[src/rtl/beamformer_controller.sv]
// Frame sequencer for the BRAM beamformer datapath: load, filter, flush, beamform, read out.
// Optional watchdog on BEAMFORMING enabled by defining BFCTRL_TIMEOUT_EN.
module beamformer_controller #(
   parameter int N_SAMPLES    = 2048,
   parameter int FILTER_FLUSH = 6,
   parameter int N_OUT        = 1024,
   parameter int SAMPLE_INIT  = -2
`ifdef BFCTRL_TIMEOUT_EN
   , parameter int TIMEOUT_CYC = 4096
`endif
) (
   input  logic        clk,
   input  logic        rst,
   input  logic        go,
   input  logic        usedataflag,
   input  logic        valid_out,
   output logic        dp_run,
   output logic        signalinen,
   output logic        start,
   output logic [10:0] signal_address,
   output logic [10:0] readin_address,
   output logic        filter_bram_output_write_en,
   output logic        startbeamformer,
   output logic        output_read_en,
   output logic [1:0]  slice_state,
   output logic [15:0] sample_index,
   output logic        sumouten,
   output logic [9:0]  sumout_address,
   output logic        busy,
   output logic        done
`ifdef BFCTRL_TIMEOUT_EN
   , output logic      timeout
`endif
);

   typedef enum logic [2:0] {
      S_IDLE, S_LOADIN, S_FILT, S_FLUSH,
      S_BEAM, S_SUM, S_DONE
   } state_t;

   localparam int FW = (FILTER_FLUSH > 1) ?
                       $clog2(FILTER_FLUSH) : 1;
   localparam logic [10:0] SIG_LAST = 11'(N_SAMPLES - 1);
   localparam logic [9:0]  OUT_LAST = 10'(N_OUT - 1);
   localparam logic [15:0] IDX_INIT = 16'(SAMPLE_INIT);
   localparam logic [FW-1:0] FLUSH_LAST = FW'(FILTER_FLUSH - 1);

   state_t state, state_n;
   logic [FW-1:0] flush_cnt;
   logic ud_q1, ud_q2;
   logic fall;
   logic out_last;

   // ud_q2/ud_q1 form the registered edge detector (one cycle late)
   assign fall     = ud_q2 & ~ud_q1;
   assign out_last = (sumout_address == OUT_LAST);
   assign filter_bram_output_write_en = valid_out;

`ifdef BFCTRL_TIMEOUT_EN
   localparam int WW = $clog2(TIMEOUT_CYC + 1);
   localparam logic [WW-1:0] WD_LAST = WW'(TIMEOUT_CYC - 1);
   logic [WW-1:0] wd_cnt;
   logic wd_hit;

   assign wd_hit = (wd_cnt == WD_LAST) && !fall;

   always_ff @(posedge clk) begin
      if (rst) begin
         wd_cnt  <= '0;
         timeout <= 1'b0;
      end else begin
         timeout <= (state == S_BEAM) &&
                    !(fall && out_last) && wd_hit;
         if (state != S_BEAM || fall)
            wd_cnt <= '0;
         else
            wd_cnt <= wd_cnt + 1'b1;
      end
   end
`endif

   always_ff @(posedge clk) begin
      if (rst) state <= S_IDLE;
      else     state <= state_n;
   end

   always_comb begin
      state_n = state;
      unique case (state)
         S_IDLE:   if (go) state_n = S_LOADIN;
         S_LOADIN: state_n = S_FILT;
         S_FILT:
            if (signal_address == SIG_LAST)
               state_n = S_FLUSH;
         S_FLUSH:
            if (flush_cnt == FLUSH_LAST)
               state_n = S_BEAM;
         S_BEAM: begin
            if (fall && out_last)
               state_n = S_SUM;
`ifdef BFCTRL_TIMEOUT_EN
            else if (wd_hit)
               state_n = S_IDLE;
`endif
         end
         S_SUM:    if (out_last) state_n = S_DONE;
         S_DONE:   state_n = S_IDLE;
         default:  state_n = S_IDLE;
      endcase
   end

   always_comb begin
      dp_run          = 1'b0;
      signalinen      = 1'b0;
      start           = 1'b0;
      startbeamformer = 1'b0;
      output_read_en  = 1'b0;
      sumouten        = 1'b0;
      busy            = 1'b1;
      done            = 1'b0;
      unique case (state)
         S_IDLE: busy = 1'b0;
         S_LOADIN: begin
            signalinen = 1'b1;
            dp_run     = 1'b1;
         end
         S_FILT: begin
            signalinen = 1'b1;
            dp_run     = 1'b1;
            start      = 1'b1;
         end
         S_FLUSH: begin
            dp_run = 1'b1;
            start  = 1'b1;
         end
         S_BEAM: begin
            startbeamformer = 1'b1;
            output_read_en  = 1'b1;
         end
         S_SUM:  sumouten = 1'b1;
         S_DONE: done = 1'b1;
         default: busy = 1'b0;
      endcase
   end

   always_ff @(posedge clk) begin
      if (rst) begin
         ud_q1          <= 1'b0;
         ud_q2          <= 1'b0;
         flush_cnt      <= '0;
         signal_address <= '0;
         readin_address <= '0;
         slice_state    <= '0;
         sample_index   <= IDX_INIT;
         sumout_address <= '0;
      end else begin
         ud_q1 <= usedataflag;
         ud_q2 <= ud_q1;
         unique case (state)
            S_LOADIN: begin
               signal_address <= '0;
               sumout_address <= '0;
            end
            S_FILT: begin
               flush_cnt <= '0;
               if (signal_address != SIG_LAST)
                  signal_address <= signal_address + 11'd1;
            end
            S_FLUSH: begin
               flush_cnt <= flush_cnt + 1'b1;
               if (flush_cnt == FLUSH_LAST) begin
                  readin_address <= '0;
                  sample_index   <= IDX_INIT;
                  slice_state    <= '0;
               end
            end
            S_BEAM: begin
               slice_state <= slice_state + 2'd1;
               if (slice_state != 2'd0)
                  sample_index <= sample_index + 16'd1;
               if (slice_state == 2'd3)
                  readin_address <= readin_address + 11'd1;
               if (fall)
                  sumout_address <= out_last ? '0 :
                                    sumout_address + 10'd1;
            end
            S_SUM:
               sumout_address <= sumout_address + 10'd1;
            default: ;
         endcase
      end
   end

endmodule

[config.mk]
export PLATFORM = sky130hd
export DESIGN_NAME = beamformer_controller
export DESIGN_NICKNAME = d
export VERILOG_FILES = /design/src/rtl/beamformer_controller.sv
export SDC_FILE = /design/constraint.sdc
export NUM_CORES = 1
export LEC_CHECK = 0
export ABC_AREA = 0
export CORE_ASPECT_RATIO = 2
export CORE_MARGIN = 4
export CORE_UTILIZATION = 63
export CTS_CLUSTER_DIAMETER = 100
export DETAILED_ROUTE_END_ITERATION = 8
export DONT_BUFFER_PORTS = 1
export PLACE_DENSITY_LB_ADDON = 0.12
export RECOVER_POWER = 50
export SETUP_SLACK_MARGIN = 0.15
export SYNTH_ARGS = -nofsm -noshare
export SYNTH_HDL_FRONTEND = slang
export SYNTH_SLANG_ARGS = --single-unit
[constraint.sdc]
create_clock -name clk -period 2.15 [get_ports clk]
set_input_delay 0.645 -clock clk [delete_from_list [all_inputs] [get_ports clk]]
set_output_delay 0.645 -clock clk [all_outputs]
set_load 0.1 [all_outputs]
==> results.cfg <==
[placement]
placed_cells_incl_taps = 434
io_buffers = 0
hpwlAfterDp_um = 5190
placed_area_sq_mm = 0.00346
globalplace.congestion = 0.808

[synth]
synth_xor_area_frac = 0.100
syn-instance-count = 335
synth_enable_flop_cells = 0
synth.avg_cell_area_sq_um = 8.59
synthDistinctLibCells = 51
synth_top_cell_area_share = 0.403
ys_seq_area_frac = 0.403
post_synth_mux_area_share = 0.00391
synthSimpleGateAreaFrac = 0.292
synth-compound-area-share = 0.127
synth_adder_area_share = 0.0348
postSynthRegisterBits = 58
ys_warn_count = 0
netlist_top_cells_area = dfxtp_1, xnor2_1, nor2_1
syn-cell-area_sq_mm = 0.00288
yosys.cell_count.top_type = dfxtp_1
synth_flop_cell = dfxtp_1
ys_async_sr_fraction = 0
synth_top_area_cell = dfxtp_1
synth_top_family_by_area = simple AND/OR/NAND/NOR gates
synth.net_count = 348
post_synth_most_frequent_cells = dfxtp_1, nor2_1, nand2_1

[floorplanning]
start_util = 0.657
placeable_area_sq_mm = 0.00438
vertical_die_dimension_um = 104
fp.dieArea_sq_mm = 0.00578
floorplan.rows = 34
die_w_um = 55.8
boundaryPins = 64

[grt]
grt_pass1_wl_um = 13700
first_global_vias = 2892
number_of_antenna_violations_at_the_first_check_in_global_routing = 0
grt_remaining_overflow = 0
global_route.usage.total = 0.297
grt_max_degree = 23

[power]
cell_internal_pwr_mw = 2.29
switching_power_mw = 1.60
ir_drop_worst_vdd_mv = 0.830
pwr_density_cell_mw_per_mm2 = 964
power.static_leakage_nw = 1.54
sequentialPowerShare = 0.298
power.switching_fraction = 0.412
power.share.combinational = 0.462
clkPwrFrac = 0.240

[worst_setup_path]
data_arrival_critical_path_ns = 2.39
critPathCapture = sample_index[4]
reg2reg_from = state[1]
critPathLaunch = state[1]
rr_endpoint = sample_index[4]
crit_path_start_kind = flip-flop
cell_depth_of_the_worst_flop_to_flop_path = 9
end_kind = flip-flop
largest_fanout_on_the_critical_path = 8
timing.reg2reg.setup_slack_ns = -0.02
crit_type = flip-flop to flip-flop
crit_required_ns = 2.36

[routing]
routed_wl_um = 10400
drt-initial-drc-count = 247
firstDrtPassIters = 5
wire_per_inst_um = 22.1
antenna_violating_nets_post_route = 0
via_count = 3089
vias_per_instance = 6.57
post-route-drc-count = 0

[final_layout]
postLayoutCellArea_sq_mm = 0.00403
area.growth.synth_to_final_pct = 40.1
final_cells = 470
postLayoutCoreUtil = 0.920
antenna_cells_inserted = 0
nNetsFinal = 425
share_of_post_route_cells_with_drive_strength_above_1 = 0.392

[clocking]
clockRootBuffer = clkbuf_8
cts-htree-levels = 3
cts_made_buffers = 9
clock_tree_from_tritoncts = yes
cts.sinks = 58
insertion_delay_ns = 0.35
clk_pin_slew_worst_paths_ns = 0.07
clk_path_buf_depth = 2
ctsHoldBuffers = 0

[timing]
whs_ns = 0.352
worst_pin_slew_ns = 0.667
min_period_ns = 2.17
worst_slack_ns = -0.0239
portion_of_the_clock_cycle_consumed_by_the_worst_path_in_the_final_layout = 1.01
setup_viol_count_final = 3
max_clock_freq_mhz = 460
fin_tns_setup_ns = -0.0485
timing.final.max_slew_violations = 0
final_hold_viol_count = 0
setup_repair_after_global_routing_missed_its_margin = true
clock_skew_ns = 0.0110
slew-limit-headroom = 0.554

[run_status]
outcome = finished with violations
violations = setup timing

[hold_path]
timing.hold.worst.class = primary input to flip-flop

[flow_run]
maxCapViolations = 0
## per-layer routing
metal | wire length [um] | global-route usage
met5 | 0 | 0
met4 | 464 | 0.183
met3 | 732 | 0.0448
met2 | 5750 | 0.557
met1 | 3430 | 0.292
## worst max-delay path, cell delays in order, from the launching register on
cell and delay [ns]:
dfxtp_2 0.36, buf_8 0.14, buf_4 0.11, buf_4 0.12, nand3b_1 0.22, o22a_4 0.35, clkbuf_2 0.18, nor2_1 0.26
and3_1 0.21, o21ai_0 0.08
## stage by stage
stage                     power, mW  worst slack, ns
after floorplan                2.13           0.0721
final                          3.89          -0.0239
after global routing           3.99          -0.0859
after detailed placement       2.40            0.101
after CTS                      3.52          0.00276
after global placement         2.38            0.158
## layout make-up
type	count	area, sq um
flip-flops and latches	58	1210
multi-input cells	254	1790
inverters	8	63.8
clock buffers	13	169
fillers	169	350
repair buffers	81	718
well taps	54	67.6
clock inverters	2	12.5
## sequential cells by signal, summed over array words and instances, names as in the netlist
name	flops
slice_state	2
signal_address	11
flush_cnt	3
sample_index	16
ud_q1	1
sumout_address	10
readin_address	11
state	3
ud_q2	1
## worst min path at each step
stage	from	end	depth (start not counted)
finish	rst	slice_state[1]	1
global route	rst	slice_state[1]	1
CTS	rst	slice_state[1]	1
detailed placement	ud_q1	ud_q2	1
global placement	flush_cnt[1]	flush_cnt[1]	2
floorplan	ud_q1	ud_q2	1
## power by group through the flow
stage / Sequential (mW) / Combinational, mW / Clock [mW]
2_1_floorplan: 1.30 / 0.831 / 0
3_3_place_gp: 1.16 / 1.22 / 0
3_5_place_dp: 1.16 / 1.24 / 0
4_1_cts: 1.15 / 1.45 / 0.929
5_1_grt: 1.16 / 1.85 / 0.980
6_report: 1.16 / 1.80 / 0.934
## cell usage in the layout, fill, tap and decap left out, types with 4 or more instances in the layout
master    instances
nor2_4            5
dfxtp_2          29
and3_1            4
and4_1            5
nand4_1           9
ha_1              8
nor3b_1           4
o21ai_0          15
nand3_1          13
xnor2_1          23
a21oi_1          18
xor2_1            8
dfxtp_1          26
buf_4            66
or3_1             5
nand2_1          31
nor3_1           12
clkbuf_8         12
inv_1             5
nor2_1           35
buf_6             6
buf_12            6
## kinds of logic after synthesis
group / after synthesis
AOI/OAI and AO/OA: 55
DFF: 58
adders and majority gates: 8
xor gates and xnor gates: 33
and+or+nand+nor: 157
buffers and inverters: 23
muxes: 1
## what timing repair did
| item | 4_1_cts | 5_1_grt |
|---|---|---|
| pin swaps | 3 | 10 |
| resized for setup | 15 | 29 |
| buffers inserted | 11 | 10 |
| setup endpoints to repair | 19 | 27 |
Note: power is estimated with default switching activity, not from simulation.
